--- config.mk ---
export PLATFORM = sky130hd
export DESIGN_NAME = pc_imem
export DESIGN_NICKNAME = d
export VERILOG_FILES = /design/src/rtl/cpu_pkg.sv /design/src/rtl/imem.sv /design/src/rtl/pc.sv /design/src/rtl/pc_imem.sv
export SDC_FILE = /design/constraint.sdc
export NUM_CORES = 1
export LEC_CHECK = 0
export ABC_CLOCK_PERIOD_IN_PS = 1400
export BUFFER_PORTS_ARGS = -buffer_cell sky130_fd_sc_hd__buf_4
export CAP_MARGIN = 20
export CORE_UTILIZATION = 43
export DETAILED_ROUTE_END_ITERATION = 8
export PLACE_DENSITY = 0.81
export SYNTH_ARGS = -nofsm -noshare
export SYNTH_HDL_FRONTEND = slang
export SYNTH_SLANG_ARGS = --single-unit
export TNS_END_PERCENT = 1
--- constraint.sdc ---
create_clock -name clk -period 1.4 [get_ports clk]
set_input_delay 0.07 -clock clk [delete_from_list [all_inputs] [get_ports clk]]
set_output_delay 0.07 -clock clk [all_outputs]
set_load 0.02 [all_outputs]
--- src/rtl/cpu_pkg.sv ---
// Shared definitions for the single-cycle MIPS-style core: datapath width,
// reset vector, opcode/funct encodings and instruction-word builders.
package cpu_pkg;

    localparam int unsigned XLEN = 32;

    localparam logic [XLEN-1:0] RESET_PC = 32'h0000_0000;
    localparam logic [XLEN-1:0] NOP      = 32'h0000_0000;

    // Opcodes, instr[31:26]
    localparam logic [5:0] OP_RTYPE = 6'h00;
    localparam logic [5:0] OP_ADDI  = 6'h08;
    localparam logic [5:0] OP_LW    = 6'h23;
    localparam logic [5:0] OP_SW    = 6'h2B;
    localparam logic [5:0] OP_J     = 6'h02;

    // R-type funct codes, instr[5:0]
    localparam logic [5:0] ADD = 6'h20;
    localparam logic [5:0] SUB = 6'h22;
    localparam logic [5:0] AND = 6'h24;
    localparam logic [5:0] OR  = 6'h25;
    localparam logic [5:0] SLT = 6'h2A;

    // Register numbers used by the boot program
    localparam logic [4:0] R_ZERO = 5'd0;
    localparam logic [4:0] R_T0   = 5'd8;
    localparam logic [4:0] R_T1   = 5'd9;
    localparam logic [4:0] R_T2   = 5'd10;
    localparam logic [4:0] R_T3   = 5'd11;
    localparam logic [4:0] R_T4   = 5'd12;
    localparam logic [4:0] R_T5   = 5'd13;
    localparam logic [4:0] R_T6   = 5'd14;
    localparam logic [4:0] R_T7   = 5'd15;

    function automatic logic [XLEN-1:0] enc_r(input logic [4:0] rs, input logic [4:0] rt,
                                              input logic [4:0] rd, input logic [5:0] funct);
        return {OP_RTYPE, rs, rt, rd, 5'd0, funct};
    endfunction

    function automatic logic [XLEN-1:0] enc_i(input logic [5:0] op, input logic [4:0] rs,
                                              input logic [4:0] rt, input logic [15:0] imm);
        return {op, rs, rt, imm};
    endfunction

    function automatic logic [XLEN-1:0] enc_j(input logic [25:0] target);
        return {OP_J, target};
    endfunction

endpackage

--- src/rtl/imem.sv ---
// Read-only instruction memory with asynchronous, zero-latency read.
// Ports:
//   addr        - word index (word i at addr = i), full 32 bits
//   instruction - ROM word at addr; NOP for any addr >= DEPTH (no wrap)
module imem
    import cpu_pkg::*;
#(
    parameter int unsigned DEPTH = 256
) (
    input  logic [XLEN-1:0] addr,
    output logic [XLEN-1:0] instruction
);

    // Boot program; every word from 10 upward reads as zero.
    function automatic logic [XLEN-1:0] rom_word(input logic [XLEN-1:0] idx);
        case (idx)
            32'd0:   return enc_i(OP_ADDI, R_ZERO, R_T0, 16'd5);  // addi $t0,$zero,5
            32'd1:   return enc_i(OP_ADDI, R_ZERO, R_T1, 16'd3);  // addi $t1,$zero,3
            32'd2:   return enc_r(R_T0, R_T1, R_T2, ADD);         // add  $t2,$t0,$t1
            32'd3:   return enc_r(R_T0, R_T1, R_T3, SUB);         // sub  $t3,$t0,$t1
            32'd4:   return enc_r(R_T0, R_T1, R_T4, AND);         // and  $t4,$t0,$t1
            32'd5:   return enc_r(R_T0, R_T1, R_T5, OR);          // or   $t5,$t0,$t1
            32'd6:   return enc_r(R_T1, R_T0, R_T6, SLT);         // slt  $t6,$t1,$t0
            32'd7:   return enc_i(OP_SW, R_ZERO, R_T2, 16'd0);    // sw   $t2,0($zero)
            32'd8:   return enc_i(OP_LW, R_ZERO, R_T7, 16'd0);    // lw   $t7,0($zero)
            32'd9:   return enc_j(26'd0);                         // j    0
            default: return NOP;
        endcase
    endfunction

    always_comb begin
        instruction = NOP;
        if (addr < DEPTH) begin
            instruction = rom_word(addr);
        end
    end

endmodule

--- src/rtl/pc.sv ---
// Program counter register.
// Ports:
//   clk        - rising-edge clock
//   reset      - synchronous active-high reset, loads RESET_PC
//   next_pc    - value loaded every edge when not in reset (no enable, no masking)
//   current_pc - registered program counter
module pc
    import cpu_pkg::*;
#(
    parameter logic [XLEN-1:0] RESET_PC = cpu_pkg::RESET_PC
) (
    input  logic            clk,
    input  logic            reset,
    input  logic [XLEN-1:0] next_pc,
    output logic [XLEN-1:0] current_pc
);

    always_ff @(posedge clk) begin
        if (reset) begin
            current_pc <= RESET_PC;
        end else begin
            current_pc <= next_pc;
        end
    end

endmodule

--- src/rtl/pc_imem.sv ---
// Instruction-fetch front end: PC register feeding the instruction ROM.
// Ports:
//   clk         - rising-edge clock, sole domain
//   reset       - synchronous active-high reset (PC <= RESET_PC)
//   next_pc     - externally computed next PC, loaded every edge
//   current_pc  - registered program counter
//   instruction - IMEM word at current_pc[31:2]; byte offset bits ignored
module pc_imem
    import cpu_pkg::*;
#(
    parameter int unsigned     DEPTH    = 256,
    parameter logic [XLEN-1:0] RESET_PC = cpu_pkg::RESET_PC
) (
    input  logic            clk,
    input  logic            reset,
    input  logic [XLEN-1:0] next_pc,
    output logic [XLEN-1:0] current_pc,
    output logic [XLEN-1:0] instruction
);

    logic [XLEN-1:0] word_addr;

    // Byte address to word index; the two offset bits are dropped.
    assign word_addr = {2'b00, current_pc[XLEN-1:2]};

    pc #(
        .RESET_PC(RESET_PC)
    ) u_pc (
        .clk       (clk),
        .reset     (reset),
        .next_pc   (next_pc),
        .current_pc(current_pc)
    );

    imem #(
        .DEPTH(DEPTH)
    ) u_imem (
        .addr       (word_addr),
        .instruction(instruction)
    );

endmodule

==> results.toml, run 1 <==
[worst_hold_path]
hp-start = "next_pc[6]"
worstHoldEndpoint = "u_pc.current_pc[6]"
min_path_type = "in2reg"
whs_path_depth = 2

[finish]
final_core_util = 0.735
diodes = 0
fillers = 278
nets = 312
final_layout_size_suffix_gt1_frac = 0.452
multi_input_area_um2 = 736
post-route-cell-area_mm2 = 0.00277
area_delta_synth_final_pct = 59.3
ff_latch_area_um2 = 933

[timing]
fin_crit_ns = 1.67
max_slew.worst_pin.slew_ns = 0.464
fin_ws_ns = -0.274
slew_violations = 0
relSlewSlack = 0.682
whs_ns = 0.00759
fmax_mhz = 597
grt_setup_unrepaired = "true"
post-route-period-util = 1.20
setup-violations-final = 19
hold_violations = 0

[yosys]
async_reset_ff_frac = 0
yosysSeqAreaShare = 0.529
ys_warn_count = 0
synthCells = 174
synth_top_area_share = 0.529
syn_area_per_cell_um2 = 10.0
synth_seq_cells = 46
yosysTopAreaCell = "dfxtp_1"
yosys-top-cells-count = "dfxtp_1, nor2b_1, buf_4, nand2_1, nor3_2"
synth_edf_count = 0
synth_most_common_cell = "dfxtp_1"
netlist_top_cells_area = "dfxtp_1, nor2b_1, buf_4"
synth_area_mm2 = 0.00174
yosysUniqueCellTypes = 31
synth_flop_cell = "dfxtp_1"

[global_route]
grt_first_pass_wirelength_um = 6350
grt_util_all_layers = 0.199
grt_max_degree = 23
antenna_found_initial = 0
grt_pass1_vias = 1420
gr-total-overflow = 0

[power_and_ir_drop]
power.total_uw = 2670
pwr-share-seq = 0.530
combinationalPowerShare = 0.178
clkPwrFrac = 0.292
p_switching_uw = 705
powerDensity_mw_per_mm2 = 965
ir_drop_uv = 898
p_int_uw = 1970
p_leak_uw = 0.00125
p_sw_frac = 0.264

[detailed_routing]
routedWlPerCell_um = 12.4
vias = 1505
wirelength_um = 4070
top_layer_used = "met4"
drt-initial-drc-count = 48
drcViolationCount = 0
via_per_inst = 4.60
met3_length_um = 308
drt-met1-wl_um = 1460
wl_met2_um = 2220
dr.pass1.iters = 4
ant_nets = 0

[floorplanning]
io_pins = 98
start_util = 0.461
die_h_um = 65.6
core_area_mm2 = 0.00377
dieArea_mm2 = 0.00430
die_w_um = 65.6
rows = 22

[setup_path]
worst-setup-path-type = "reg2out"
cp_data_arrival_time_ns = 1.60
worst_setup_path_end_kind = "output pin"
start_kind = "flop"
crit_required_ns = 1.33
cp_max_fo = 14

[run]
cap_violations = 0

[clock_network]
root_buffer = "clkbuf_8"
cts_sinks = 46
cts_tree = "yes"
path_clk_slew_ns = 0.08
cts_setup_buffers = 0
ctsHtreeMaxLevel = 2
cts_buffer_depth = 2
cts_inserted_buffers = 5

[place]
place.gp.congestion = 0.835
port_buffers = 84
place_ws_ns = -0.0725
dp_hpwl_um = 2630
placed_area_mm2 = 0.00238

[outcome]
violations = "setup timing"
outcome = "finished, violations left"
## how the worst max path moves through the flow
stage,startpoint,to,slack [ns],cells after the start
2_1_floorplan,u_pc.current_pc[19],instruction[26],-0.15,5
3_3_place_gp,u_pc.current_pc[14],instruction[2],-0.13,5
3_5_place_dp,u_pc.current_pc[14],instruction[1],-0.07,5
4_1_cts,u_pc.current_pc[14],instruction[1],-0.28,5
5_1_grt,u_pc.current_pc[19],instruction[19],-0.36,5
6_report,u_pc.current_pc[14],instruction[0],-0.27,5
## logic make-up after synthesis
| group | after synthesis | share of synthesized area |
|---|---|---|
| and+or+nand+nor | 84 | 0.305 |
| DFF | 46 | 0.529 |
| buffers and inverters | 31 | 0.114 |
| AOI/OAI and AO/OA | 10 | 0.0374 |
| xor gates and xnor gates | 1 | 0.00504 |
| muxes | 1 | 0.00647 |
| other | 1 | 0.00216 |
## power by group through the flow
stage                     clock, uW  combinational, uW  sequential [uW]
final                           780                477             1420
after global routing            857                511             1420
after CTS                       800                471             1420
after detailed placement          0                410             1440
after global placement            0                407             1440
after floorplan                   0                198             1500
## routing by layer
layer / vias up / track usage
met5: - / 0
met3: 9 / 0.0642
li1: 753 / -
met4: 0 / 0.0870
met1: 678 / 0.195
met2: 65 / 0.374
## worst max-delay path, cell delays in order, from the launching register on
cell and delay [ns]:
dfxtp_2 0.34, nor4_4 0.28, nand4_1 0.13, buf_6 0.20, nor3_2 0.20, buf_4 0.16
## through the flow
stage	setup TNS, ns	cells
after CTS	-4.96	327
after global placement	-1.62	294
after floorplan	-1.26	186
after detailed placement	-0.875	294
final	-4.70	327
after global routing	-6.41	327
## repair_timing
item | in CTS | in global routing
hold endpoints to repair | 25 | 0
hold buffers | 25 | 0
pin swaps | 1 | 0
setup endpoints to repair | 19 | 19
gates resized for setup | 6 | 2
## cell usage in the layout (no fill, tap or decap), types with 2 or more instances in the layout
cell type	Yosys	routed
nor3_2	10	10
nor3_4	0	3
nor4_1	6	3
a211oi_1	2	2
nor2_1	3	3
nand3_1	2	2
nor2b_1	31	31
nand2b_1	2	2
nor4_4	1	2
o21ai_0	2	2
dlygate4sd3_1	0	25
dfxtp_2	0	7
dfxtp_1	46	38
buf_4	18	85
nand2_1	17	15
clkbuf_8	0	5
buf_12	0	2
inv_1	3	3
nor3_1	6	3
nor4_2	0	2
a21oi_1	2	2
conb_1	1	13
## area by class of cell
| type | instances | area share |
|---|---|---|
| Clock inverter | 3 | 0.00768 |
| Clock buffer | 5 | 0.0248 |
| Tap cell | 48 | 0.0217 |
| Inverter | 3 | 0.00407 |
| Timing Repair Buffer | 113 | 0.339 |
| Multi-Input combinational cell | 109 | 0.266 |
| Sequential cell | 46 | 0.337 |
(Power assumes the default switching activity.)
==> run 2, diff against run 1 <==
- CORE_UTILIZATION: 43 -> 39
- PLACE_DENSITY: 0.81 -> 0.8
- SYNTH_HIERARCHICAL: unset -> 1
==> results.toml, run 2 <==
[outcome]
outcome = "finished, violations left"
violations = "setup timing"

[run]
cap_violations = 0

[clock_network]
cts_sinks = 32
cts_inserted_buffers = 5
cts_buffer_depth = 2
cts_tree = "yes"
ctsHtreeMaxLevel = 2
root_buffer = "clkbuf_4"
path_clk_slew_ns = 0.11

[place]
dp_hpwl_um = 2470
dp.cells = 276
place.gp.congestion = 0.768
port_buffers = 84

[timing]
fin_crit_ns = 2.00
grt_setup_unrepaired = "true"
fin_ws_ns = -0.599
hold_violations = 0
whs_ns = 0.112
setup-violations-final = 19
fmax_mhz = 500
post-route-period-util = 1.43
slew_violations = 0

[yosys]
netlist_top_cells_area = "dfxtp_1, nor2b_1, buf_4"
synthCells = 135
synth_seq_cells = 32
ys_warn_count = 6
async_reset_ff_frac = 0
synth_flop_cell = "dfxtp_1"
yosysTopAreaCell = "dfxtp_1"
yosysSeqAreaShare = 0.471
yosysUniqueCellTypes = 29
synth_edf_count = 0
syn_area_per_cell_um2 = 10.1
synth_most_common_cell = "nor2b_1"
yosys-top-cells-count = "nor2b_1, dfxtp_1, buf_4, nor4_1"
synth_top_area_share = 0.471
synth_area_mm2 = 0.00136

[power_and_ir_drop]
ir_drop_uv = 758
powerDensity_mw_per_mm2 = 765
p_leak_uw = 0.00120

[finish]
ff_latch_area_um2 = 653
multi_input_area_um2 = 707
largest-register = "u_pc/current_pc"
diodes = 0
fillers = 194
fin_cells = 317
layout_commonest_cell = "buf_4"
nets = 305
final_layout_size_suffix_gt1_frac = 0.550
area_delta_synth_final_pct = 93.7
largest_reg_flops = 32
top_regs = "u_pc/current_pc (32)"
final_cell_mix = "buf_4, nor2b_1, dlygate4sd3_1"

[floorplanning]
die_h_um = 61.1
die_w_um = 61.1
core_area_mm2 = 0.00334
io_pins = 98
start_util = 0.408
dieArea_mm2 = 0.00373
rows = 21

[detailed_routing]
via_per_inst = 4.56
vias = 1444
dr.pass1.iters = 4
wirelength_um = 4630
ant_nets = 0
drt-initial-drc-count = 49
drcViolationCount = 0
routedWlPerCell_um = 14.6

[global_route]
grt_util_all_layers = 0.270
gr-total-overflow = 0
grt_max_degree = 33
antenna_found_initial = 0
grt_first_pass_wirelength_um = 6950
grt_pass1_vias = 1418

[setup_path]
cp_data_arrival_time_ns = 1.93
cp_max_fo = 9
worst-setup-path-type = "reg2out"
start_kind = "flop"
worst_setup_path_end_kind = "output pin"
crit_required_ns = 1.33

[worst_hold_path]
min_path_type = "in2reg"
==> run 2: cell types whose count changed after synthesis, moves of 3 or more <==
cell / delta
nor2b_1: +3
nor4_2: +4
dfxtp_1: -14
nand2_1: -13
inv_1: -3
buf_2: -5
buf_4: +3
nor3_2: -8
==> run 2: final cells by class <==
cell class,count,area share
Clock inverter,2,0.00475
Sequential cell,32,0.248
Multi-Input combinational cell,91,0.268
Clock buffer,5,0.0142
Tap cell,46,0.0218
Timing Repair Buffer,141,0.443
==> run 2: what timing repair did <==
action                                  4_1_cts  5_1_grt
cloned                                        0        0
resized for setup                             4        4
endpoints found under the setup margin       19       19
hold endpoints to repair                     32        0
setup buffers                                 1        1
pin swaps                                     1        1
hold buffers                                 32        0
==> run 2: worst paths after layout <==
check | startpoint | to | slack [ns] | cells after the start
setup / recovery | u_pc/current_pc[22] | instruction[13] | -0.60 | 5
hold / removal | reset | u_pc/current_pc[18] | 0.11 | 2
==> run 2: routing by layer <==
metal	vias to the layer above	GRT usage	routed length, um
li1	693	-	-
met1	653	0.298	1840
met2	92	0.472	2340
met3	6	0.0882	407
met4	0	0.117	46
met5	-	0	0
==> run 2: stage by stage <==
stage | utilization | total power (uW) | instance area [um2] | TNS, ns | setup slack [ns]
detailed placement | 0.661 | 1420 | 2210 | -4.63 | -0.333
floorplan | - | 1240 | 1510 | -5.32 | -0.398
CTS | 0.781 | 1960 | 2610 | -9.38 | -0.565
global placement | 0.661 | 1410 | 2210 | -4.51 | -0.310
global route | 0.790 | 2090 | 2640 | -11.30 | -0.664
finish | 0.790 | 2020 | 2640 | -9.88 | -0.599
==> run 2: logic make-up (layout without fill, tap and decap cells) <==
kind of cell | Yosys count | in the layout | share of synthesized area
AND/OR/NAND/NOR | 67 | 67 | 0.337
flip-flops | 32 | 32 | 0.471
buffers and inverters | 25 | 148 | 0.133
AO/OA/AOI/OAI | 8 | 8 | 0.0469
other | 2 | 15 | 0.00552
XOR/XNOR | 1 | 1 | 0.00644
==> run 2: power breakdown <==
group	total (uW)	internal [uW]	switching, uW
Clock	506	183	323
Sequential	1010	963	44.4
Combinational	502	268	234
Total	2020	1410	601
==> run 2: worst max-delay path, cell delays in order, from the launching register on <==
cell and delay (ns):
dfxtp_2 0.35, nor4_4 0.32, nand4_1 0.18, buf_6 0.20
a2111oi_2 0.35, buf_4 0.20
==> run 3, diff against run 2 <==
--- a/config.mk
+++ b/config.mk
@@ -13,2 +13,3 @@
 export PLACE_DENSITY = 0.8
+export SKIP_LAST_GASP = 1
 export SYNTH_ARGS = -nofsm -noshare
--- a/constraint.sdc
+++ b/constraint.sdc
@@ -3,2 +3,2 @@
 set_output_delay 0.07 -clock clk [all_outputs]
-set_load 0.02 [all_outputs]
+set_load 0.1 [all_outputs]
==> results.toml, run 3 (same netlist as run 2, synthesis figures left out) <==
[outcome]
outcome = "finished, violations left"
violations = "setup timing"

[place]
place.gp.congestion = 0.692
place_ws_ns = -0.416
dp_hpwl_um = 2770
port_buffers = 84
placed_area_mm2 = 0.00229

[detailed_routing]
vias = 1462
ant_nets = 0
drcViolationCount = 0
via_per_inst = 4.63
routedWlPerCell_um = 14.8
dr.pass1.iters = 3
wirelength_um = 4690
drt-initial-drc-count = 54

[finish]
post-route-cell-area_mm2 = 0.00281
diodes = 0
final_core_util = 0.841
largest_reg_flops = 32
ff_latch_area_um2 = 708
final_layout_size_suffix_gt1_frac = 0.615
largest-register = "u_pc/current_pc"
top_regs = "u_pc/current_pc (32)"
layout_commonest_cell = "buf_4"
fillers = 171
multi_input_area_um2 = 777
nets = 303
final_cell_mix = "buf_4, nor2b_1, dlygate4sd3_1"
area_delta_synth_final_pct = 106

[global_route]
grt_pass1_vias = 1377
grt_max_degree = 33
gr-total-overflow = 0
grt_util_all_layers = 0.246
grt_first_pass_wirelength_um = 6400
antenna_found_initial = 0

[timing]
whs_ns = 0.131
tns_ns = -12.95
fin_crit_ns = 2.12
grt_setup_unrepaired = "true"
hold_violations = 0
fmax_mhz = 473
fin_ws_ns = -0.716
slew_violations = 0
setup-violations-final = 19
post-route-period-util = 1.51

[floorplanning]
start_util = 0.408
dieArea_mm2 = 0.00373
die_h_um = 61.1
rows = 21
die_w_um = 61.1
core_area_mm2 = 0.00334
io_pins = 98

[setup_path]
start_kind = "flop"
cp_data_arrival_time_ns = 2.05
cp_max_fo = 7
worst_setup_path_end_kind = "output pin"
worst-setup-path-type = "reg2out"
crit_required_ns = 1.33

[power_and_ir_drop]
powerDensity_mw_per_mm2 = 883
p_leak_uw = 0.00125
ir_drop_uv = 533

[clock_network]
ctsHtreeMaxLevel = 2
cts_tree = "yes"
cts_sinks = 32
cts_buffer_depth = 2
cts_inserted_buffers = 5
root_buffer = "clkbuf_4"
path_clk_slew_ns = 0.10

[run]
cap_violations = 0

[worst_hold_path]
min_path_type = "in2reg"
-- run 3: cell count changes in the layout (fill, tap and decap cells not counted), sizes merged --
cell      previous run  this run
buf                109       106
clkbuf               5         9
clkinv               1         0
clkinvlp             1         0
-- run 3: timing repair --
action / 4_1_cts / 5_1_grt
pin swaps: 0 / 3
resized for setup: 7 / 13
hold buffers: 32 / 0
endpoints found under the hold margin: 32 / 0
setup endpoints to repair: 19 / 19
buffers inserted: 0 / 1
cloned: 0 / 1
-- run 3: path summary, 6_finish.rpt --
| path | cells past startpoint | endpoint | slack (ns) | from |
|---|---|---|---|---|
| min | 2 | u_pc/current_pc[3] | 0.13 | reset |
| max | 6 | instruction[2] | -0.72 | u_pc/current_pc[25] |
-- run 3: power breakdown --
part           internal (uW)  switching (uW)  total (uW)  leakage (uW)
registers                956            49.7        1010      0.000278
clock network            248             293         541     0.0000326
logic                    273             656         929      0.000938
total                   1480            1000        2480       0.00125
-- run 3: area by class of cell --
| class | instances | area share |
|---|---|---|
| clock buffer | 8 | 0.0210 |
| sequential | 32 | 0.252 |
| timing repair buffer | 139 | 0.429 |
| multi-input combinational | 91 | 0.277 |
| tap | 46 | 0.0205 |
-- run 3: per-stage QoR --
step	total power, uW	instances
after floorplan	1670	148
after global placement	1830	274
after detailed placement	1840	274
after CTS	2450	314
after global routing	2580	316
final	2480	316
-- run 3: metal layers --
layer / vias up / track usage / routed length, um
met4: 0 / 0.117 / 138
met1: 683 / 0.233 / 1610
met5: - / 0 / 0
met2: 80 / 0.463 / 2660
li1: 685 / - / -
met3: 14 / 0.0945 / 281
-- run 3: worst max-delay path, stage by stage, from the launching register on --
cell,delay (ns)
dfxtp_4,0.37
nor4_4,0.31
nand4_1,0.18
buf_6,0.17
buf_12,0.14
nor4_4,0.23
buf_4,0.32
